<file path="src/rtl/axi_stream_pkg.sv">
// Shared AXI-Stream helpers: state encodings and byte-enable utilities.
// Latency: n/a (package only).
// Backpressure: n/a.
// Contents: ST_* state constants, keep_from_cnt() MSB-contiguous mask builder,
//           count_keep() popcount. Functions work on a MAX_BYTES-wide vector so
//           callers of any beat width can size-cast the result down.
package axi_stream_pkg;

    // Widest beat (in bytes) the helpers below can describe.
    localparam int MAX_BYTES = 64;

    // Strip FSM state encoding.
    localparam logic [1:0] ST_IDLE   = 2'd0;
    localparam logic [1:0] ST_FIRST  = 2'd1;
    localparam logic [1:0] ST_STREAM = 2'd2;
    localparam logic [1:0] ST_FLUSH  = 2'd3;

    // ((1<<n)-1) << (bytes-n): n enables packed against the MSB end of a
    // 'bytes'-wide keep vector. Bits at and above 'bytes' are always 0.
    function automatic logic [MAX_BYTES-1:0] keep_from_cnt(input int n, input int bytes);
        logic [MAX_BYTES-1:0] m;
        m = '0;
        for (int i = 0; i < MAX_BYTES; i++) begin
            if ((i < bytes) && (i >= bytes - n)) begin
                m[i] = 1'b1;
            end
        end
        return m;
    endfunction

    // Number of set byte enables.
    function automatic logic [7:0] count_keep(input logic [MAX_BYTES-1:0] keep);
        logic [7:0] c;
        c = '0;
        for (int i = 0; i < MAX_BYTES; i++) begin
            c = c + {7'd0, keep[i]};
        end
        return c;
    endfunction

endpackage

</file>
<file path="src/rtl/axi_stream_reg_slice.sv">
// Single-entry valid/ready output register carrying data/keep/last.
// Latency: one cycle from in handshake to out_vld.
// Backpressure: holds its beat stable while out_vld && !out_rdy; in_rdy = !out_vld || out_rdy.
// Ports: clk/rst (sync, active-high); in_vld/in_rdy/in_dat/in_keep/in_last upstream side;
//        out_vld/out_rdy/out_dat/out_keep/out_last downstream side.
module axi_stream_reg_slice #(
    parameter int DATA_WD      = 32,
    parameter int DATA_BYTE_WD = DATA_WD / 8
) (
    input  logic                    clk,
    input  logic                    rst,
    input  logic                    in_vld,
    output logic                    in_rdy,
    input  logic [DATA_WD-1:0]      in_dat,
    input  logic [DATA_BYTE_WD-1:0] in_keep,
    input  logic                    in_last,
    output logic                    out_vld,
    input  logic                    out_rdy,
    output logic [DATA_WD-1:0]      out_dat,
    output logic [DATA_BYTE_WD-1:0] out_keep,
    output logic                    out_last
);

    logic                    vld_q,  vld_d;
    logic [DATA_WD-1:0]      dat_q,  dat_d;
    logic [DATA_BYTE_WD-1:0] keep_q, keep_d;
    logic                    last_q, last_d;

    // Accept whenever the slot is empty or is being drained this cycle.
    assign in_rdy = !vld_q || out_rdy;

    always_comb begin
        vld_d  = vld_q;
        dat_d  = dat_q;
        keep_d = keep_q;
        last_d = last_q;
        if (in_vld && in_rdy) begin
            vld_d  = 1'b1;
            dat_d  = in_dat;
            keep_d = in_keep;
            last_d = in_last;
        end else if (vld_q && out_rdy) begin
            // Drained with nothing behind it: park the bus at zero.
            vld_d  = 1'b0;
            dat_d  = '0;
            keep_d = '0;
            last_d = 1'b0;
        end
    end

    always_ff @(posedge clk) begin
        if (rst) begin
            vld_q  <= 1'b0;
            dat_q  <= '0;
            keep_q <= '0;
            last_q <= 1'b0;
        end else begin
            vld_q  <= vld_d;
            dat_q  <= dat_d;
            keep_q <= keep_d;
            last_q <= last_d;
        end
    end

    assign out_vld  = vld_q;
    assign out_dat  = dat_q;
    assign out_keep = keep_q;
    assign out_last = last_q;

endmodule

</file>
<file path="src/rtl/axi_stream_strip_header.sv">
// Removes a per-packet command-selected number of leading bytes (1..DATA_BYTE_WD)
// and re-packs the payload MSB-first into full beats.
// Latency: one cycle input handshake -> valid_out; backpressure via registered
// output slice, ready_in = (FIRST|STREAM) && slot free.
// Ports: clk/rst (sync, active-high); valid_in/data_in/keep_in/last_in/ready_in input
//        stream; valid_out/data_out/keep_out/last_out/ready_out output stream;
//        valid_strip/strip_byte_cnt/ready_strip per-packet command; strip_err drop pulse.
module axi_stream_strip_header
    import axi_stream_pkg::*;
#(
    parameter int DATA_WD      = 32,
    parameter int DATA_BYTE_WD = DATA_WD / 8,
    parameter int BYTE_CNT_WD  = $clog2(DATA_BYTE_WD)
) (
    input  logic                    clk,
    input  logic                    rst,
    input  logic                    valid_in,
    input  logic [DATA_WD-1:0]      data_in,
    input  logic [DATA_BYTE_WD-1:0] keep_in,
    input  logic                    last_in,
    output logic                    ready_in,
    output logic                    valid_out,
    output logic [DATA_WD-1:0]      data_out,
    output logic [DATA_BYTE_WD-1:0] keep_out,
    output logic                    last_out,
    input  logic                    ready_out,
    input  logic                    valid_strip,
    input  logic [BYTE_CNT_WD-1:0]  strip_byte_cnt,
    output logic                    ready_strip,
    output logic                    strip_err
);

    // Byte counts (S, H, K, T) need one extra bit so a full beat is representable.
    localparam int CNT_WD = BYTE_CNT_WD + 1;
    localparam int SH_WD  = CNT_WD + 3;

    localparam logic [CNT_WD-1:0] W_CNT = CNT_WD'(DATA_BYTE_WD);

    function automatic logic [DATA_BYTE_WD-1:0] keep_of(input logic [CNT_WD-1:0] n);
        return DATA_BYTE_WD'(keep_from_cnt(int'(n), DATA_BYTE_WD));
    endfunction

    logic [1:0]         state_q,    state_d;
    logic [CNT_WD-1:0]  s_q,        s_d;         // bytes to strip, 1..W
    logic [DATA_WD-1:0] hold_q,     hold_d;      // carried bytes, MSB-aligned, rest zero
    logic [CNT_WD-1:0]  hold_cnt_q, hold_cnt_d;  // H
    logic               err_q,      err_d;

    logic                    push_vld;
    logic                    sl_rdy;
    logic [DATA_WD-1:0]      push_dat;
    logic [DATA_BYTE_WD-1:0] push_keep;
    logic                    push_last;

    logic [DATA_WD-1:0] mask_in;
    logic [DATA_WD-1:0] data_m;
    logic [CNT_WD-1:0]  k_in;
    logic [CNT_WD-1:0]  t_sum;
    logic [SH_WD-1:0]   s_sh;
    logic [SH_WD-1:0]   h_sh;
    logic [SH_WD-1:0]   rem_sh;
    logic               acc;

    // Zero disabled input bytes so they can never leak into a re-packed beat.
    always_comb begin
        mask_in = '0;
        for (int i = 0; i < DATA_BYTE_WD; i++) begin
            mask_in[i*8 +: 8] = {8{keep_in[i]}};
        end
    end

    assign data_m = data_in & mask_in;
    assign k_in   = CNT_WD'(count_keep(MAX_BYTES'(keep_in)));
    assign t_sum  = hold_cnt_q + k_in;

    // Byte counts turned into bit shifts (x8).
    assign s_sh   = {s_q, 3'b000};
    assign h_sh   = {hold_cnt_q, 3'b000};
    assign rem_sh = {W_CNT - hold_cnt_q, 3'b000};

    assign ready_strip = (state_q == ST_IDLE);
    assign ready_in    = ((state_q == ST_FIRST) || (state_q == ST_STREAM)) && sl_rdy;
    assign acc         = valid_in && ready_in;
    assign strip_err   = err_q;

    always_comb begin
        state_d    = state_q;
        s_d        = s_q;
        hold_d     = hold_q;
        hold_cnt_d = hold_cnt_q;
        err_d      = 1'b0;
        push_vld   = 1'b0;
        push_dat   = '0;
        push_keep  = '0;
        push_last  = 1'b0;

        case (state_q)
            ST_IDLE: begin
                if (valid_strip) begin
                    s_d        = {1'b0, strip_byte_cnt} + CNT_WD'(1);
                    hold_d     = '0;
                    hold_cnt_d = '0;
                    state_d    = ST_FIRST;
                end
            end

            ST_FIRST: begin
                if (acc) begin
                    if (!last_in) begin
                        // Full beat: W-S survivors slide to the top. A shift by the
                        // whole width (S=W) leaves an empty hold.
                        hold_d     = data_m << s_sh;
                        hold_cnt_d = k_in - s_q;
                        state_d    = ST_STREAM;
                    end else if (k_in <= s_q) begin
                        // Nothing left after the strip: drop and flag.
                        err_d      = 1'b1;
                        hold_cnt_d = '0;
                        state_d    = ST_IDLE;
                    end else begin
                        push_vld   = 1'b1;
                        push_dat   = data_m << s_sh;
                        push_keep  = keep_of(k_in - s_q);
                        push_last  = 1'b1;
                        hold_cnt_d = '0;
                        state_d    = ST_IDLE;
                    end
                end
            end

            ST_STREAM: begin
                if (acc) begin
                    if (!last_in) begin
                        // H held bytes on top, W-H fresh bytes below; the bottom H
                        // input bytes carry over, so H itself is unchanged.
                        push_vld  = 1'b1;
                        push_dat  = hold_q | (data_m >> h_sh);
                        push_keep = '1;
                        hold_d    = data_m << rem_sh;
                    end else if (t_sum == '0) begin
                        // Empty last beat with nothing held: malformed, emit nothing.
                        hold_d     = '0;
                        hold_cnt_d = '0;
                        state_d    = ST_IDLE;
                    end else if (t_sum <= W_CNT) begin
                        push_vld   = 1'b1;
                        push_dat   = hold_q | (data_m >> h_sh);
                        push_keep  = keep_of(t_sum);
                        push_last  = 1'b1;
                        hold_d     = '0;
                        hold_cnt_d = '0;
                        state_d    = ST_IDLE;
                    end else begin
                        // Spills past one beat: send a full one, tail goes out in FLUSH.
                        push_vld   = 1'b1;
                        push_dat   = hold_q | (data_m >> h_sh);
                        push_keep  = '1;
                        hold_d     = data_m << rem_sh;
                        hold_cnt_d = t_sum - W_CNT;
                        state_d    = ST_FLUSH;
                    end
                end
            end

            ST_FLUSH: begin
                if (sl_rdy) begin
                    push_vld   = 1'b1;
                    push_dat   = hold_q;
                    push_keep  = keep_of(hold_cnt_q);
                    push_last  = 1'b1;
                    hold_d     = '0;
                    hold_cnt_d = '0;
                    state_d    = ST_IDLE;
                end
            end

            default: begin
                state_d = ST_IDLE;
            end
        endcase
    end

    always_ff @(posedge clk) begin
        if (rst) begin
            state_q    <= ST_IDLE;
            s_q        <= '0;
            hold_q     <= '0;
            hold_cnt_q <= '0;
            err_q      <= 1'b0;
        end else begin
            state_q    <= state_d;
            s_q        <= s_d;
            hold_q     <= hold_d;
            hold_cnt_q <= hold_cnt_d;
            err_q      <= err_d;
        end
    end

    axi_stream_reg_slice #(
        .DATA_WD      (DATA_WD),
        .DATA_BYTE_WD (DATA_BYTE_WD)
    ) u_out_slice (
        .clk      (clk),
        .rst      (rst),
        .in_vld   (push_vld),
        .in_rdy   (sl_rdy),
        .in_dat   (push_dat),
        .in_keep  (push_keep),
        .in_last  (push_last),
        .out_vld  (valid_out),
        .out_rdy  (ready_out),
        .out_dat  (data_out),
        .out_keep (keep_out),
        .out_last (last_out)
    );

endmodule

</file>
<file path="config.mk">
export PLATFORM = sky130hd
export DESIGN_NAME = axi_stream_strip_header
export DESIGN_NICKNAME = d
export VERILOG_FILES = /design/src/rtl/axi_stream_pkg.sv /design/src/rtl/axi_stream_reg_slice.sv /design/src/rtl/axi_stream_strip_header.sv
export SDC_FILE = /design/constraint.sdc
export NUM_CORES = 1
export LEC_CHECK = 0
export ABC_AREA = 1
export BUFFER_PORTS_ARGS = -buffer_cell sky130_fd_sc_hd__buf_2
export CAP_MARGIN = 20
export CORE_ASPECT_RATIO = 1.75
export CORE_UTILIZATION = 40
export DETAILED_ROUTE_END_ITERATION = 6
export PLACE_DENSITY = 0.7
export REMOVE_ABC_BUFFERS = 1
export SLEW_MARGIN = 5
export SYNTH_ARGS = -nofsm -noshare
export SYNTH_HDL_FRONTEND = slang
export SYNTH_SLANG_ARGS = --single-unit
</file>
<file path="constraint.sdc">
create_clock -name clk -period 3.1 [get_ports clk]
set_input_delay 0.155 -clock clk [delete_from_list [all_inputs] [get_ports clk]]
set_output_delay 0.155 -clock clk [all_outputs]
set_load 0.03 [all_outputs]
</file>
After elaboration in Yosys (flattened, before gate mapping)

Cells that the tools add are included.

Memories kept: 0
Flip-flop bits (word level): 79
Input port bits: 44
Output and inout port bits: 41
Bits in read-only memories: 0
RAM bits: 0
Latch bits: 0

Magnitude comparators: 14
Reduce and logical (&&, ||, !) cells: 14
Multiply operators: 0
Bitwise operators: 5
Shifts and indexed selects: 3
Mux-type cells: 77
Equal/unequal tests: 9
Divide/modulo/power cells: 0
Add/sub/neg operators: 11

Operator list:

| operator                                                                             | number |
|---|---|
| 32-bit 2-to-1 mux                                                                    | 17 |
| 3-bit by 32-bit greater-or-equal comparator with 1-bit output (first input constant) | 6 |
| 32-bit case mux with 4 select lines                                                  | 1 |
| 1-bit by 32-bit greater-or-equal comparator with 1-bit output (first input constant) | 3 |
| 2-bit by 32-bit greater-or-equal comparator with 1-bit output (first input constant) | 3 |
| 32-bit case mux with 3 select lines                                                  | 1 |
| 32-bit by 6-bit << shifter with 32-bit output                                        | 2 |
| 4-bit 2-to-1 mux                                                                     | 10 |
| 32-bit AND                                                                           | 1 |
| 32-bit bitwise OR                                                                    | 1 |
| 32-bit by 6-bit >> shifter with 32-bit output                                        | 1 |
| 1-bit 2-to-1 mux                                                                     | 27 |
| 3-bit 2-to-1 mux                                                                     | 8 |
| 2-bit 2-to-1 mux                                                                     | 8 |
| 2-bit != test (second input constant)                                                | 6 |
| 3-bit case mux with 4 select lines                                                   | 1 |
| 4-bit case mux with 3 select lines                                                   | 1 |
| 3-bit by 3-bit subtractor with 4-bit output (first input constant)                   | 3 |
| 5-bit AND reduction                                                                  | 2 |
| 2-bit case mux with 4 select lines                                                   | 1 |
| 1-bit case mux with 3 select lines                                                   | 2 |
| 2-bit equality test (second input constant)                                          | 2 |
| 1-bit logical AND                                                                    | 4 |
| 4-bit OR reduction                                                                   | 1 |
| other kinds (18)                                                                     | 21 |

Longest topological paths before layout

Gate-level depths: netlist of the first run.

Depth in word-level cells: 13
Mapped depth: 20
Gate-level depth less buffers: 19

Hierarchy

From an unflattened synthesis of the first run, not the netlist that was laid out.

Cells, all modules: 1,187
Area total of the unflattened synthesis: 6,861.6 sq um

By module, submodules not included:

| module                  | instances | sequential area each (sq um) | cells each | area an instance (sq um) |
|---|---|---|---|---|
| axi_stream_strip_header | 1         | 820.8                        | 1,013      | 5,282.6 |
| axi_stream_reg_slice    | 1         | 760.7                        | 174        | 1,579.0 |

Worst setup path after synthesis of the first run

OpenSTA, ideal clock, no wires.

Kind: input to register
From: input keep_in[0]
To: register u_out_slice.dat_q[16] (netlist: u_out_slice.out_dat[16])
Path buffers: 2
Stages on the path: 17
Arrival time: 3.136 ns
Path slack: -0.107 ns
Path through: fa_1 -> ha_1 -> ha_1 -> inv_1 -> fa_1 -> ha_1 -> ha_1 -> clkinv_1 -> o21ai_2 -> nor2_4 -> nor2_1 -> nand2_1 -> nand2_1 -> buf_4 -> buf_4 -> nand3_1 -> a21oi_1

Cells in the longest elaborated chain, start to end: 11
Elaborated cells on any way between the ends: 27
Classes of those cells: 4 x add/sub; 1 x order compare; 2 x shift; 15 x mux; 2 x bitwise; 3 x reduce/logical

RTL lines:

| what                                                    | RTL line                       | RTL |
|---|---|---|
| start, declared                                         | axi_stream_strip_header.sv:19  | `input logic [DATA_BYTE_WD-1:0] keep_in,` |
| 1-bit by 1-bit adder with 2-bit output                  | axi_stream_pkg.sv:36           | `c = c + {7'd0, keep[i]};` |
| 2-bit by 1-bit adder with 3-bit output                  | axi_stream_pkg.sv:36           |  |
| 3-bit by 1-bit adder with 3-bit output                  | axi_stream_pkg.sv:36           |  |
| 3-bit adder                                             | axi_stream_strip_header.sv:74  | `assign t_sum = hold_cnt_q + k_in;` |
| 3-bit logical NOT                                       | axi_stream_strip_header.sv:140 | `end else if (t_sum == '0) begin` |
| 1-bit 2-to-1 mux                                        | axi_stream_strip_header.sv:140 |  |
| 1-bit 2-to-1 mux                                        | axi_stream_strip_header.sv:133 | `if (!last_in) begin` |
| 1-bit 2-to-1 mux                                        | axi_stream_strip_header.sv:132 | `if (acc) begin` |
| 1-bit case mux with 3 select lines                      | axi_stream_strip_header.sv:97  | `case (state_q)` |
| 1-bit logical AND                                       | axi_stream_reg_slice.sv:37     | `if (in_vld && in_rdy) begin` |
| 32-bit 2-to-1 mux or 2-bit nonzero test (tied branches) | -                              |  |
| end signal, assigned                                    | axi_stream_reg_slice.sv:59     | `dat_q <= dat_d;` |
| end, declared                                           | axi_stream_reg_slice.sv:25     | `logic [DATA_WD-1:0] dat_q, dat_d;` |

Parallel ways exist; a longest one is shown, timed or not.
A chain may end at the register's enable or synchronous reset.

Worst setup path after layout of the first run

From: input keep_in[0]
To: register u_out_slice.dat_q[8] (netlist: u_out_slice.out_dat[8])

Same word-level chain as after synthesis.

==> out/results.ini, run 1 <==
[worst_setup_path]
cp-start-kind=primary input
worstPathMaxFanout=8
r2r_setup_slack_ns=0.35
endpoint_kind=register
r2r-start=hold_cnt_q[0]$_SDFFE_PP0P_
arrival_ns=3.44
rr_worst_depth=16
worstReg2RegEnd=u_out_slice.out_dat[8]$_SDFFE_PP0P_
critPathKind=in -> reg
critPathRequiredTime_ns=3.38

[grt]
antenna_found_initial=0
grt_use_met2_pct=47.73
use_met1_pct=33.15
busiest_layer=met2
grt_max_degree=52
grt_first_pass_wirelength_um=34100
use_met3_pct=3.591
first_global_vias=6957
grt_use_total_pct=28.40
grt-ovfl-total=0

[layout]
fin_cells=1354
layout.nets=1234
final_area_um2=7830
fillers=1532
area_growth_pct=29.08
n_antenna_cell=0
layout-drive-gt1-share_pct=22.46

[logic_synthesis]
synth_compound_area_share_pct=13.57
synth_cell_types=36
synth_top_family_by_area=simple AND/OR/NAND/NOR gates
yosys.area_share.simple_pct=45.94
synth-seq-cells=79
synth.area.top_cells=nand2_1 26%, dfxtp_1 26%, nand3_1 12%, a21oi_1 7.2%, nor2_1 5.8%
yosysWarnings=0
synth_area_per_cell_um2=5.690
synthXorXnorAreaFrac_pct=0.2888
synth_cells=1066
synth_top_area_share_pct=26.30
muxShareOfSynthArea_pct=0
synth_fa_ha_area_share_pct=5.322
syn_area_um2=6066
synth_top_area_cell=nand2_1
synth_seq_area_share_pct=26.07

[placement]
port_buffers=84
dp_cells=1319
place.gp.congestion=0.9668
place_ws_ns=-0.6086
hpwl_um=15130
post_dp_cell_area_um2=6894

[detailed_routing]
drtPass1Iterations=5
vias_per_cell=5.608
initialDrtViolationCount=598
vias=7593
ant_nets=0
routedWlPerCell_um=16.95
drt-total-wl_um=22960
remaining_drc_errors=0

[floorplan]
die_h_um=164.9
coreArea_um2=14840
io_pins=85
dieArea_um2=15680
start_util_pct=40.88
die_w_um=95.09
fp-row-count=59

[timing]
finalMaxSlewViolations=0
max_slew.worst_pin.slew_ns=1.013
rsz0062_at_grt=true
skew_ns=0.009540
hold_viol=0
fmaxAchievable_mhz=316.2
setup_tns_ns=-0.7651
fin_crit_sh_pct=102.0
min_period_ns=3.162
slew_headroom_pct=32.33
fin_ws_ns=-0.06207
setup_viol=23

[status]
outcome=finished, violations left
violations=negative setup slack

[clock_network]
cts_buffers=9
clock_sinks=79
clkTransAtPathRegs_ns=0.07
clk_path_buf_depth=2
cts_root_buffer=clkbuf_16
h-tree-depth=3
insertion_delay_ns=0.34
tritoncts=done

[pwr]
p_leak_uw=0.003716
power_density_nw_per_um2=551.9
p_total_uw=4322
ir_drop_mv=0.3506

[worst_hold_path]
min_delay_path_depth=3
hold_path.class=in -> reg
min_to=s_q[0]$_SDFFE_PP0P_
hp-start=strip_byte_cnt[0]

[run]
maxCapViolCount=0

cell families (layout without fill, tap and decap cells):
kind of cell | Yosys count | in the layout
AND/OR/NAND/NOR | 676 | 676
AO/OA/AOI/OAI | 153 | 153
buffers and inverters | 132 | 237
flip-flops | 79 | 79
adder cells (fa/ha/maj) | 24 | 24
XOR/XNOR | 2 | 2
metrics by stage:
stage | hold WS (ns) | util [%]
5_1_grt | 0.1032 | 52.77
3_5_place_dp | 0.4507 | 46.46
4_1_cts | 0.08835 | 49.43
6_report | 0.09462 | 52.77
3_3_place_gp | 0.4379 | 46.39
2_1_floorplan | 0.2241 | -
cells in the mapped netlist (all sizes together):
| library cell | n |
|---|---|
| clkinv | 2 |
| xor2 | 1 |
| or2 | 2 |
| o21ai | 49 |
| clkbuf | 39 |
| ha | 21 |
| o22ai | 2 |
| nand3 | 141 |
| nand3b | 1 |
| buf | 28 |
| a211oi | 3 |
| o31a | 1 |
| nand4 | 5 |
| inv | 63 |
| xnor2 | 1 |
| and3 | 1 |
| o211ai | 10 |
| nor2 | 96 |
| fa | 3 |
| a21oi | 88 |
| nor3 | 3 |
| dfxtp | 79 |
| nand2 | 427 |
report_power, final:
part           leakage, µW  internal (µW)  switching, µW  total (µW)
combinational      0.00294            646           1460        2110
clock             0.000139            650            459        1110
sequential        0.000638           1070           37.8        1100
total              0.00372           2360           1960        4320
layout by cell type (no fill, tap or decap), types with 13 or more instances in the layout:
cell type  count
inv_1         53
o21ai_2       18
buf_2         82
a21oi_2       20
clkbuf_16     13
nand3_1      122
ha_1          16
nor2_1        93
buf_4         53
dfxtp_1       78
a21oi_1       67
nand2_1      419
o21ai_0       19
nand3_2       16
critical path: stages:
cell	delay (ns)
buf_8	0.10
fa_2	0.50
ha_4	0.19
ha_4	0.26
inv_2	0.03
fa_1	0.54
ha_2	0.21
buf_6	0.10
ha_4	0.13
inv_4	0.04
o21ai_4	0.15
buf_6	0.13
nor2_4	0.03
nor2_1	0.10
nand2_1	0.10
nand2_4	0.24
clkbuf_16	0.22
nand3_1	0.09
a21oi_2	0.14
routing by layer:
layer / vias to the layer above / wire length (µm)
met2: 387 / 11310
li1: 3644 / -
met4: 0 / 1198
met1: 3470 / 8551
met3: 92 / 1892
met5: - / 0
registers in the layout, summed over array words and instances (netlist names):
name,count
hold_cnt_q,3
hold_q,32
s_q,3
state_q,2
strip_err,1
u_out_slice.out_dat,32
u_out_slice.out_keep,4
u_out_slice.out_last,1
u_out_slice.out_vld,1
final cells by class:
cell class	count	area (µm²)	area share, %
timing repair buffer	156	1164	14.86
clock buffer	12	246.5	3.148
sequential	79	1583	20.21
multi-input combinational	855	4305	54.99
tap	183	229.0	2.924
clock inverter	4	53.80	0.6871
inverter	65	249.0	3.180
how the worst max path moves through the flow:
stage                               start                              endpoint  slack, ns  cells after the start
5_1_grt                        keep_in[0]  u_out_slice.out_dat[12]$_SDFFE_PP0P_      -0.17                     20
2_1_floorplan  hold_cnt_q[0]$_SDFFE_PP0P_  u_out_slice.out_dat[16]$_SDFFE_PP0P_      -0.90                     12
6_report                       keep_in[0]   u_out_slice.out_dat[8]$_SDFFE_PP0P_      -0.06                     19
3_3_place_gp                   keep_in[0]   u_out_slice.out_dat[8]$_SDFFE_PP0P_      -0.71                     15
4_1_cts                        keep_in[3]               hold_q[11]$_SDFFE_PP0P_     -0.003                     19
3_5_place_dp                   keep_in[0]  u_out_slice.out_dat[13]$_SDFFE_PP0P_      -0.61                     16
timing repair:
item	CTS	global route
setup endpoints to repair	69	70
hold buffers	0	0
setup buffers	8	4
pin swaps	12	52
gates resized for setup	23	81
cloned	1	7
hold endpoints to repair	0	0
No activity file was read; power rests on OpenSTA's default activity.
==> run 2, diff against run 1 <==
--- a/config.mk
+++ b/config.mk
@@ -11,8 +11,10 @@
 export CORE_ASPECT_RATIO = 1.75
 export CORE_UTILIZATION = 40
 export DETAILED_ROUTE_END_ITERATION = 6
+export GPL_TIMING_DRIVEN = 0
 export PLACE_DENSITY = 0.7
 export REMOVE_ABC_BUFFERS = 1
+export SKIP_CTS_REPAIR_TIMING = 1
 export SLEW_MARGIN = 5
 export SYNTH_ARGS = -nofsm -noshare
 export SYNTH_HDL_FRONTEND = slang
==> out/results.ini, run 2 (synthesized netlist as in run 1, its figures left out) <==
[status]
outcome=finished, final reports clean

[layout]
final_area_um2=7463
final_common_cell=nand2_1
fin_cells=1320
layout.nets=1200
final_cell_mix=418 x nand2_1, 136 x nand3_1, 91 x nor2_1
fillers=1555
layout-drive-gt1-share_pct=17.15
n_antenna_cell=0
area_growth_pct=23.04

[worst_setup_path]
arrival_ns=3.26
max_stage_delay_ns=0.57
critPathSlowestCell=fa_2
worstPathMaxFanout=17
endpoint_kind=register
cpMostUsedCell=ha_4
path_cells=buf_6 -> fa_1 -> ha_4 -> ha_4 -> inv_1 -> fa_2 -> ha_4 -> ha_4 -> inv_2 -> o21ai_4 -> buf_6 -> o21ai_4 -> buf_12 -> clkbuf_16 -> nand2_2 -> nand3_2 -> nand2_1 -> a21oi_1
cp-start-kind=primary input
critPathKind=in -> reg
critPathRequiredTime_ns=3.30

[pwr]
p_leak_uw=0.003479
p_int_uw=2252
power_density_nw_per_um2=576.3
p_comb_share_pct=50.1
p_total_uw=4301
ir_drop_mv=0.3784
swShare_pct=47.63
p_seq_share_pct=26.3
pwr-share-clk_pct=23.6
p_switching_uw=2049

[detailed_routing]
initialDrtViolationCount=742
vias_per_cell=5.716
top_layer=met4
wl_met3_um=1943
remaining_drc_errors=0
met2_length_um=11220
vias=7545
drt-total-wl_um=23500
drtPass1Iterations=6
m1WireLength_um=8422
routedWlPerCell_um=17.80
ant_nets=0

[grt]
grt_use_total_pct=26.96
first_global_vias=6682
grt-ovfl-total=0
antenna_found_initial=0
grt_first_pass_wirelength_um=32310
grt_max_degree=80

[clock_network]
tritoncts=done
clk_path_buf_depth=2
clock_sinks=79
h-tree-depth=3
cts_root_buffer=clkbuf_16
insertion_delay_ns=0.35
clkTransAtPathRegs_ns=0.06
cts_buffers=9

[timing]
whs_ns=0.1290
setup_viol=0
slew_headroom_pct=27.99
fmaxAchievable_mhz=326.8
rsz0062_at_grt=true
fin_crit_sh_pct=98.69
min_period_ns=3.060
max_slew.worst_pin.slew_ns=1.076
finalMaxSlewViolations=0
skew_ns=0.003892
hold_viol=0

[placement]
post_dp_cell_area_um2=6536
place.gp.congestion=0.9173
port_buffers=84
hpwl_um=13380
dp_cells=1270

[floorplan]
dieArea_um2=15680
coreArea_um2=14840
start_util_pct=40.88
die_h_um=164.9
die_w_um=95.09
io_pins=85
fp-row-count=59

[worst_hold_path]
hold_path.class=in -> reg

[run]
maxCapViolCount=0

run 2: cell types whose count changed in the layout (fill, tap and decap cells not counted), sizes merged:
cell      delta
buf         -40
inv          -2
clkbuf       -3
bufinv       -1
nor2         +1
clkinvlp     +5
nand2        +6
run 2: metal layers:
layer | vias to the layer above | track usage [%]
met5 | - | 0
met4 | 0 | 18.66
met3 | 138 | 3.453
met2 | 417 | 46.40
met1 | 3411 | 30.06
li1 | 3579 | -
run 2: metrics by stage:
| step | worst slack [ns] | TNS [ns] | utilization [%] |
|---|---|---|---|
| floorplan | -0.8956 | -42.52 | - |
| global placement | -2.664 | -140.06 | 43.30 |
| detailed placement | -1.463 | -91.58 | 44.05 |
| CTS | -1.492 | -93.84 | 45.86 |
| global route | -0.1202 | -3.432 | 50.30 |
| finish | 0.04046 | 0 | 50.30 |
run 2: final timing paths:
kind / start / to / slack, ns / depth (start not counted)
setup / recovery: keep_in[1] / u_out_slice.out_dat[21]$_SDFFE_PP0P_ / 0.04 / 18
hold / removal: strip_byte_cnt[0] / s_q[0]$_SDFFE_PP0P_ / 0.13 / 3
setup reg to reg: hold_cnt_q[0]$_SDFFE_PP0P_ / u_out_slice.out_dat[13]$_SDFFE_PP0P_ / 0.14 / 15
hold reg to reg: hold_q[22]$_SDFFE_PP0P_ / hold_q[22]$_SDFFE_PP0P_ / 0.46 / 2
run 2: critical path: cells and delay by family:
family                     cells  cell delay [ns]
adders and majority gates      6             1.81
buffers and inverters          6             0.72
AOI/OAI and AO/OA              3             0.31
and+or+nand+nor                3             0.25
run 2: power by group through the flow:
stage | Clock, µW | Combinational, µW | Sequential (µW)
3_5_place_dp | 0 | 1750 | 1150
6_report | 1010 | 2150 | 1130
4_1_cts | 1030 | 1750 | 1130
2_1_floorplan | 0 | 1100 | 1160
5_1_grt | 1070 | 2330 | 1140
3_3_place_gp | 0 | 1630 | 1150
run 2: final cells by class:
class	count	area (µm²)	area share (%)
timing repair buffer	114	842.1	11.28
tap	183	229.0	3.068
timing repair inverter	1	5.005	0.06706
multi-input combinational	862	4275	57.28
sequential	79	1590	21.31
clock buffer	11	232.7	3.118
clock inverter	5	35.03	0.4694
inverter	65	254.0	3.403
